<file path="config.mk">
export PLATFORM = sky130hd
export DESIGN_NAME = switch_debounce_2ch
export DESIGN_NICKNAME = d
export VERILOG_FILES = /design/src/rtl/debounce_pkg.sv /design/src/rtl/debounce_ch.sv /design/src/rtl/switch_debounce_2ch.sv
export SDC_FILE = /design/constraint.sdc
export NUM_CORES = 1
export LEC_CHECK = 0
export BUFFER_PORTS_ARGS = -buffer_cell sky130_fd_sc_hd__buf_2
export CORE_ASPECT_RATIO = 2
export CORE_MARGIN = 2
export CORE_UTILIZATION = 30
export DETAILED_ROUTE_END_ITERATION = 8
export PLACE_DENSITY = 0.45
export SLEW_MARGIN = 20
export SYNTH_ARGS = -nofsm -noshare
export SYNTH_HDL_FRONTEND = slang
export SYNTH_HIERARCHICAL = 1
export SYNTH_SLANG_ARGS = --single-unit
</file>
<file path="constraint.sdc">
create_clock -name clk -period 1.5 [get_ports clk]
set_input_delay 0.075 -clock clk [delete_from_list [all_inputs] [get_ports clk]]
set_output_delay 0.075 -clock clk [all_outputs]
set_load 0.01 [all_outputs]
</file>
<file path="src/rtl/debounce_pkg.sv">
// rtl/debounce_pkg.sv - shared state encodings and threshold constants for the switch debouncer
package debounce_pkg;

  // Bit 1 of the encoding is the accepted output level.
  typedef enum logic [1:0] {
    STABLE_LO = 2'b00,
    WAIT_HI   = 2'b01,
    STABLE_HI = 2'b11,
    WAIT_LO   = 2'b10
  } deb_state_t;

  localparam int DEF_STABLE_CNT  = 50000;
  localparam int DEF_CNT_W       = 16;
  localparam int DEF_SYNC_STAGES = 2;

  // Threshold used when the fast-simulation build is selected.
  localparam int SIM_FAST_THRESH = 4;

endpackage

</file>
<file path="src/rtl/debounce_ch.sv">
// rtl/debounce_ch.sv - one debounce channel (synchroniser, 4-state FSM, stability counter); honours DEBOUNCE_SIM_FAST_EN
module debounce_ch
  import debounce_pkg::*;
#(
  parameter int SYNC_STAGES = DEF_SYNC_STAGES,
  parameter int STABLE_CNT  = DEF_STABLE_CNT,
  parameter int CNT_W       = DEF_CNT_W
) (
  input  logic clk,
  input  logic rst,
  input  logic raw,
  output logic level,
  output logic rise,
  output logic fall
);

`ifdef DEBOUNCE_SIM_FAST_EN
  localparam int THRESH = SIM_FAST_THRESH;
`else
  localparam int THRESH = STABLE_CNT;
`endif

  localparam logic [CNT_W-1:0] CNT_MAX = CNT_W'(THRESH - 1);

  logic [SYNC_STAGES-1:0] sync_q;
  logic                   s;
  deb_state_t             state_q, state_d;
  logic [CNT_W-1:0]       cnt_q, cnt_d;
  logic                   rise_q, rise_d;
  logic                   fall_q, fall_d;

  assign s = sync_q[SYNC_STAGES-1];

  // Synchroniser chain: raw enters at bit 0, the FSM only looks at the last stage.
  always_ff @(posedge clk) begin
    if (rst) sync_q <= '0;
    else     sync_q <= {sync_q[SYNC_STAGES-2:0], raw};
  end

  // FSM, counter and pulse registers.
  always_ff @(posedge clk) begin
    if (rst) begin
      state_q <= STABLE_LO;
      cnt_q   <= '0;
      rise_q  <= 1'b0;
      fall_q  <= 1'b0;
    end else begin
      state_q <= state_d;
      cnt_q   <= cnt_d;
      rise_q  <= rise_d;
      fall_q  <= fall_d;
    end
  end

  // Next state: a new level must be seen THRESH consecutive times in WAIT before acceptance.
  always_comb begin
    state_d = state_q;
    cnt_d   = cnt_q;
    rise_d  = 1'b0;
    fall_d  = 1'b0;
    case (state_q)
      STABLE_LO: begin
        if (s) begin
          state_d = WAIT_HI;
          cnt_d   = '0;
        end
      end
      WAIT_HI: begin
        if (!s) begin
          state_d = STABLE_LO;
          cnt_d   = '0;
        end else if (cnt_q == CNT_MAX) begin
          state_d = STABLE_HI;
          cnt_d   = '0;
          rise_d  = 1'b1;
        end else begin
          cnt_d = cnt_q + CNT_W'(1);
        end
      end
      STABLE_HI: begin
        if (!s) begin
          state_d = WAIT_LO;
          cnt_d   = '0;
        end
      end
      WAIT_LO: begin
        if (s) begin
          state_d = STABLE_HI;
          cnt_d   = '0;
        end else if (cnt_q == CNT_MAX) begin
          state_d = STABLE_LO;
          cnt_d   = '0;
          fall_d  = 1'b1;
        end else begin
          cnt_d = cnt_q + CNT_W'(1);
        end
      end
      default: begin
        state_d = STABLE_LO;
        cnt_d   = '0;
      end
    endcase
  end

  assign level = (state_q == STABLE_HI) || (state_q == WAIT_LO);
  assign rise  = rise_q;
  assign fall  = fall_q;

endmodule

</file>
<file path="src/rtl/switch_debounce_2ch.sv">
// rtl/switch_debounce_2ch.sv - two independent debounce channels feeding gate inputs a/b; honours DEBOUNCE_SIM_FAST_EN
module switch_debounce_2ch
  import debounce_pkg::*;
#(
  parameter int SYNC_STAGES = DEF_SYNC_STAGES,
  parameter int STABLE_CNT  = DEF_STABLE_CNT,
  parameter int CNT_W       = DEF_CNT_W
) (
  input  logic clk,
  input  logic rst,
  input  logic raw_a,
  input  logic raw_b,
  output logic inp_a,
  output logic inp_b,
  output logic rise_a,
  output logic fall_a,
  output logic rise_b,
  output logic fall_b
);

  debounce_ch #(
    .SYNC_STAGES(SYNC_STAGES),
    .STABLE_CNT (STABLE_CNT),
    .CNT_W      (CNT_W)
  ) deb_a (
    .clk  (clk),
    .rst  (rst),
    .raw  (raw_a),
    .level(inp_a),
    .rise (rise_a),
    .fall (fall_a)
  );

  debounce_ch #(
    .SYNC_STAGES(SYNC_STAGES),
    .STABLE_CNT (STABLE_CNT),
    .CNT_W      (CNT_W)
  ) deb_b (
    .clk  (clk),
    .rst  (rst),
    .raw  (raw_b),
    .level(inp_b),
    .rise (rise_b),
    .fall (fall_b)
  );

endmodule

</file>
==> metrics.txt, run 1 <==
number of I/O pins=10; worst endpoint data arrival time=roughly 1.9 ns; cells on worst reg2reg path=6; synthesized flop and latch total=44; fillcell total=approximately 810; fraction of final layout cells sized beyond drive strength 1=about half; number of max-cap violations=0; Achievable Freq=609 MHz; Cell Count Post-Placement=about 470; Critical Path End=deb_b/state_q[1]; via density per instance=around 5.4; power share of the sequential group=between 30% and 40%; vias=around 2.7k; aggregate global routing overflow=0; gr usage total=between 10% and 20%; level count of the clock H-tree=2; clk sinks=44; Critical Path Max Stage Delay=around 0.44 ns; initial antenna violation count=0; fraction of registers with async set or reset after synthesis=0%; flop-to-flop setup slack=-0.14 ns; top post-synthesis cells by area=sky130_fd_sc_hd__dfxtp_1 34%, sky130_fd_sc_hd__nand4_1 6.7%, sky130_fd_sc_hd__nand2b_1 5.2%; critical path startpoint category=flip-flop; proportion of synthesized area in mux cells=roughly 4.2%; RR Startpoint=deb_b/state_q[0]; basic-gate share of the synthesized area counting and, or, nand and nor cells=roughly two fifths; power consumption=3.05 mW; Chip Width=~70 µm; setup repair after global routing missed its margin=true; Post-synth top flop=sky130_fd_sc_hd__dfxtp_1; area added between synthesis and finish=61.5%; routed length per instance=~17 µm; pin count of the biggest net entering global routing=21; top cells by instance count after synthesis=44 x sky130_fd_sc_hd__dfxtp_1, 28 x sky130_fd_sc_hd__nand4_1, 22 x sky130_fd_sc_hd__nand2b_1; clock root buffer=sky130_fd_sc_hd__clkbuf_16; failing checks=setup timing; Final Routed Wirelength=between 8000 and 9000 µm; combinational power share=18.9%; post-route DRC violation count=0; number of buffers inserted during clock tree synthesis=5; post-route core utilization=49.4%; post-synthesis share of cell area spent on xor and xnor gates=4.00%; Final Wtd Congestion=0.814; vertical die dimension=between 100 and 150 µm; post-detailed-route count of antenna-violating nets=0; wire length of the first global-routing pass=between 10000 and 15000 µm; Initial DRC Count=100; number of pins exceeding their max-slew limit in the final report=0; worst reg2reg endpoint=deb_b/state_q[1]; vias in the first global route=roughly 2.8k; dominant cell by count in the synthesized netlist=sky130_fd_sc_hd__dfxtp_1; number of buffer and inverter stages on the critical path=2; largest clock skew in the final design=between 0.009 and 0.01 ns; core area=roughly 8600 µm²; Post-Route Hold Slack=approximately 0.21 ns; worst hold path type=primary input to flip-flop; final critical path time including I/O delays and setup=about 1.6 ns; detailed-router iteration count before antenna repair=4; number of antenna diodes=0; area taken by flip-flops and latches=~920 µm²; total count of hold-check failures in the final report=0; synthesized-area fraction occupied by ao, oa, aoi and oai cells=10.3%; clock group share of total power=a little over two fifths; fraction of the yosys area taken by sequential cells=around a third; Std-Cell Rows=48; Internal=around 2.2 mW; area used by multi-input combinational logic=~2100 µm²; placement-stage worst setup slack=-0.299 ns; Rel. slew slack=around two thirds; warnings from Yosys=6; status=finished with violations; Clk pin slew, worst setup/hold paths=approximately 0.070 ns; cell count after synthesis=about 300; cell family with the largest share of critical-path delay=simple AND/OR/NAND/NOR gates; synthesized area divided by synthesized cell count=between 8 and 9 µm²; number of input and output port buffers inserted=9; clock tree buffer depth=2; TritonCTS clock tree=yes; syn nets=316; worst path cell trace=inv_2 > buf_6 > ha_4 > mux2_4 > or4_4 > a21oi_2; switching power=0.799 mW; critical path depth=6; minimum setup slack in the final design=-0.141 ns; class of the most critical setup path=flip-flop to flip-flop; die area=between 9000 and 10000 µm²; type of element capturing the critical path=flip-flop; Synth cell types=43; number of enable-type register cells in the synthesized netlist=0; Crit Path Max Fanout=8; area share of the largest cell type after synthesis=between 30% and 40%; peak ir drop on the vdd network=around 590 µV; CP max-delay cell=sky130_fd_sc_hd__or4_4; total power per unit cell area=around 720 nW/µm²; fin crit share=109%; Worst Path Required=1.72 ns; Setup crit start=deb_b/state_q[0]; main combinational cell family by area after synthesis=simple AND/OR/NAND/NOR gates; switching share of power=26.2%; actual slew at the worst max-slew pin=roughly 0.47 ns; final net count=between 400 and 500; Initial Util=between 30% and 40%; post-detailed-placement half-perimeter wirelength=between 6000 and 7000 µm; biggest area consumer among synthesized cells=sky130_fd_sc_hd__dfxtp_1; final cell count without fillers=500; Netlist Area Pre-Place=between 2000 and 3000 µm²; setup-violating endpoint count in the final report=35; adder and majority gate portion of the synthesized area=approximately 4.8%; static leakage=about 1.5 nW; clock latency of the later-clocked register in the worst-skew pair=0.30 ns
==> cell type report <==
class                      count  share of cell area (%)
inverter                       6                   0.649
multi-input combinational    237                    50.0
tap                          100                    2.95
clock buffer                   6                    3.04
clock inverter                 2                   0.826
sequential                    44                    21.6
timing repair buffer         105                    20.9
==> power by group through the flow <==
| stage | registers (mW) | logic [mW] | clock network [mW] |
|---|---|---|---|
| global route | 1.19 | 0.614 | 1.36 |
| finish | 1.19 | 0.575 | 1.28 |
| floorplan | 1.22 | 0.224 | 0 |
| detailed placement | 1.22 | 0.379 | 0 |
| CTS | 1.19 | 0.517 | 1.33 |
| global placement | 1.22 | 0.378 | 0 |
==> cell usage in the layout (no fill, tap or decap), drive strengths merged, types with 4 or more instances in the layout <==
master  instances
buf           103
dfxtp          44
nand4          28
nand2b         22
nor3           20
nor2           16
nand3          14
nand2          14
a21oi          14
ha             10
o311ai         10
xor2            8
nor4            8
clkbuf          6
nor4b           6
and3            6
o21ai           6
inv             6
mux2            5
mux2i           4
nand3b          4
nor2b           4
xnor2           4
nor3b           4
and2            4
and4            4
==> registers in the layout, summed over array words and instances (netlist names) <==
| name | cells |
|---|---|
| deb_a/cnt_q | 16 |
| deb_a/fall | 1 |
| deb_a/rise | 1 |
| deb_a/state_q | 2 |
| deb_a/sync_q | 2 |
| deb_b/cnt_q | 16 |
| deb_b/fall | 1 |
| deb_b/rise | 1 |
| deb_b/state_q | 2 |
| deb_b/sync_q | 2 |
==> through the flow <==
stage                TNS, ns  area (µm²)
finish                 -2.42        4240
global route           -4.61        4240
CTS                    -2.62        4020
detailed placement     -2.90        3440
global placement       -2.48        3440
floorplan           -0.00760        2750
==> layer usage <==
metal / part of all wire, % / track usage, %
met3: 1.8 / 2.45
met2: 60 / 39.0
met5: 0 / 0
met1: 34 / 15.8
met4: 4.3 / 8.97
==> logic make-up (layout without fill, tap and decap cells) <==
group | Yosys count | after routing
AND/OR/NAND/NOR | 166 | 166
flip-flops | 44 | 44
AO/OA/AOI/OAI | 40 | 40
buffers and inverters | 22 | 119
XOR/XNOR | 12 | 12
adder cells (fa/ha/maj) | 10 | 10
multiplexers | 8 | 9
==> timing repair <==
| item | in CTS | in global routing |
|---|---|---|
| pin swaps | 38 | 26 |
| setup buffers | 16 | 1 |
| gates cloned | 1 | 1 |
| hold endpoints to repair | 2 | 0 |
| resized for setup | 62 | 44 |
| hold buffers | 2 | 0 |
| setup endpoints to repair | 38 | 40 |
==> worst reg2reg max path, stage by stage, from the launching register on <==
cell and delay (ns):
sky130_fd_sc_hd__dfxtp_2 0.33, sky130_fd_sc_hd__inv_2 0.05, sky130_fd_sc_hd__buf_6 0.11, sky130_fd_sc_hd__ha_4 0.17, sky130_fd_sc_hd__mux2_4 0.34, sky130_fd_sc_hd__or4_4 0.44, sky130_fd_sc_hd__a21oi_2 0.13
==> how the worst min path moves through the flow <==
stage | startpoint | to | slack [ns] | depth (start not counted)
after CTS | rst | deb_b/cnt_q[1] | 0.20 | 2
after global routing | rst | deb_b/cnt_q[1] | 0.27 | 2
final | rst | deb_b/cnt_q[1] | 0.21 | 2
after global placement | raw_b | deb_b/sync_q[0] | 0.29 | 2
after detailed placement | raw_b | deb_b/sync_q[0] | 0.29 | 2
after floorplan | raw_a | deb_a/sync_q[0] | 0.20 | 1
(Power assumes the default switching activity.)
==> inputs of run 2 (changes only) <==
--- a/config.mk
+++ b/config.mk
@@ -10,4 +10,5 @@
 export CORE_MARGIN = 2
 export CORE_UTILIZATION = 30
+export CTS_CLUSTER_DIAMETER = 50
 export DETAILED_ROUTE_END_ITERATION = 8
 export PLACE_DENSITY = 0.45
==> constraint.sdc (replaced) <==
create_clock -name clk -period 1.5 [get_ports clk]
set_input_delay 0.3 -clock clk [delete_from_list [all_inputs] [get_ports clk]]
set_output_delay 0.3 -clock clk [all_outputs]
set_load 0.01 [all_outputs]
==> run 2 against run 1 <==
Effect of this change:
- the flow still finishes with violations (setup timing)
- non-clock buffer count decreased by 3
- final cell count decreased by 0.60%
- first-iteration DRC count decreased by 5.0%
- design area decreased by 0.12%
- critical path depth increased by 1
- clock power decreased by 15%
- sequential cell count unchanged
- largest cell class unchanged
- register-to-register slack got worse by 0.03 ns
- sequential share of layout area about the same
- worst setup slack got worse by 0.027 ns
==> metrics.txt, run 2 (synthesis results as in run 1) <==
number of input and output port buffers inserted=9; Clk pin slew, worst setup/hold paths=about 0.06 ns; critical path startpoint category=flip-flop; Chip Width=roughly 70 µm; final cell area excluding filler cells=around 4200 µm²; post-detailed-placement half-perimeter wirelength=a little over 6000 µm; area added between synthesis and finish=61.3%; initial antenna violation count=0; clock root buffer=sky130_fd_sc_hd__clkbuf_16; Critical Path Max Stage Delay=~0.56 ns; worst endpoint data arrival time=approximately 1.9 ns; die area=roughly 9600 µm²; final net count=410; Crit Path Max Fanout=4; CTS Hold Bufs=0; total power per unit cell area=around 680 nW/µm²; status=finished with violations; via density per instance=around 5.5; worst path cell trace=inv_4 > ha_4 > buf_6 > mux2i_4 > a41oi_2 > or4_4 > a21oi_2; vias=approximately 2.7k; largest clock skew in the final design=just over 0.007 ns; type of element capturing the critical path=flip-flop; clock latency of the later-clocked register in the worst-skew pair=just under 0.3 ns; final critical path time including I/O delays and setup=~1.7 ns; CP max-delay cell=sky130_fd_sc_hd__or4_4; pin count of the biggest net entering global routing=34; global routing usage on met3=just over 2%; Achievable Freq=~600 MHz; number of buffer and inverter stages on the critical path=2; gr usage total=18.3%; number of antenna diodes=0; static leakage=between 1.5 and 2 nW; clock tree buffer depth=2; cell family with the largest share of critical-path delay=simple AND/OR/NAND/NOR gates; fin crit share=111%; number of max-cap violations=0; level count of the clock H-tree=2; routed length per instance=~17 µm; number of I/O pins=10; GRT met1 Usage=between 10% and 20%; number of pins exceeding their max-slew limit in the final report=0; clk sinks=44; vias in the first global route=between 2k and 3k; setup total negative slack=-3.27 ns; Final Routed Wirelength=approximately 8600 µm; instance area after placement=approximately 3400 µm²; wire length of the first global-routing pass=~14000 µm; setup repair after global routing missed its margin=true; Std-Cell Rows=between 40 and 50; vertical die dimension=about 140 µm; Final Wtd Congestion=a little over 0.8; Initial DRC Count=95; peak ir drop on the vdd network=428 µV; Worst Path Required=~1.7 ns; commonest non-fill, non-tap cell in the layout=sky130_fd_sc_hd__buf_4; global-route met2 utilization=a little under two fifths; number of buffers inserted during clock tree synthesis=5; worst hold path type=primary input to flip-flop; most used cells in the layout excluding fill and tap cells=69 x sky130_fd_sc_hd__buf_4, 32 x sky130_fd_sc_hd__dfxtp_1, 28 x sky130_fd_sc_hd__nand4_1; Rel. slew slack=75.7%; total count of hold-check failures in the final report=0; class of the most critical setup path=flip-flop to flip-flop; TritonCTS clock tree=yes; failing checks=setup timing; minimum setup slack in the final design=-0.168 ns; layer with the highest usage=met2; Top Registers=deb_a/cnt_q (16), deb_b/cnt_q (16); fraction of final layout cells sized beyond drive strength 1=between 50 and 60%; fillcell total=around 850; post-detailed-route count of antenna-violating nets=0; setup-violating endpoint count in the final report=36; actual slew at the worst max-slew pin=0.361 ns; core area=approximately 8600 µm²; aggregate global routing overflow=0; post-route DRC violation count=0; Initial Util=30.6%; detailed-router iteration count before antenna repair=4
## run 2: power breakdown
group	leakage, nW	switching [mW]	total [mW]	internal, mW
Combinational	1.11	0.282	0.578	0.295
Sequential	0.364	0.0235	1.20	1.18
Clock	0.0710	0.482	1.09	0.607
Total	1.54	0.788	2.87	2.08
## run 2: cell type report
type / instances / area, µm² / area share [%]
timing repair buffer: 102 / 881 / 20.8
tap: 100 / 125 / 2.96
sequential: 44 / 916 / 21.6
clock inverter: 3 / 13.8 / 0.325
multi-input combinational: 237 / 2140 / 50.6
clock buffer: 5 / 125 / 2.96
inverter: 6 / 32.5 / 0.768
## run 2: worst paths after layout
path                                        from          endpoint  slack (ns)  depth (start not counted)
worst max-delay path            deb_b/state_q[0]  deb_b/state_q[1]       -0.17                          7
worst min-delay path                       raw_b   deb_b/sync_q[0]        0.22                          2
worst max register to register  deb_b/state_q[0]  deb_b/state_q[1]       -0.17                          7
worst min register to register   deb_a/sync_q[0]   deb_a/sync_q[1]        0.44                          1
## run 2: metal layers
metal  share of wire (%)  up-vias  wire, µm
met5                   0        -         0
li1                    -     1339         -
met1                  33     1319      2830
met2                  60       31      5150
met4                 5.5        0       469
met3                 1.4       27       122
## run 2: worst register-to-register path: cells and delay by family (launching register included)
kind | cells | cell delay (ns)
AND/OR/NAND/NOR | 1 | 0.56
flip-flops | 1 | 0.39
AO/OA/AOI/OAI | 2 | 0.19
buffers and inverters | 2 | 0.17
adder cells (fa/ha/maj) | 1 | 0.16
multiplexers | 1 | 0.14
## run 2: repair_timing
item,CTS,global route
buffers inserted,10,5
endpoints found under the setup margin,37,41
gates resized for setup,79,30
cloned,2,0
pin swaps,43,32
## run 2: metrics by stage
step	util (%)	hold WS, ns	total power [mW]	instances	setup WS (ns)
floorplan	-	0.414	1.44	302	-0.00760
global placement	40.2	0.433	1.61	473	-0.219
detailed placement	40.2	0.429	1.61	473	-0.222
CTS	47.1	0.213	2.89	492	-0.192
global route	49.3	0.234	3.00	497	-0.221
finish	49.3	0.223	2.87	497	-0.168
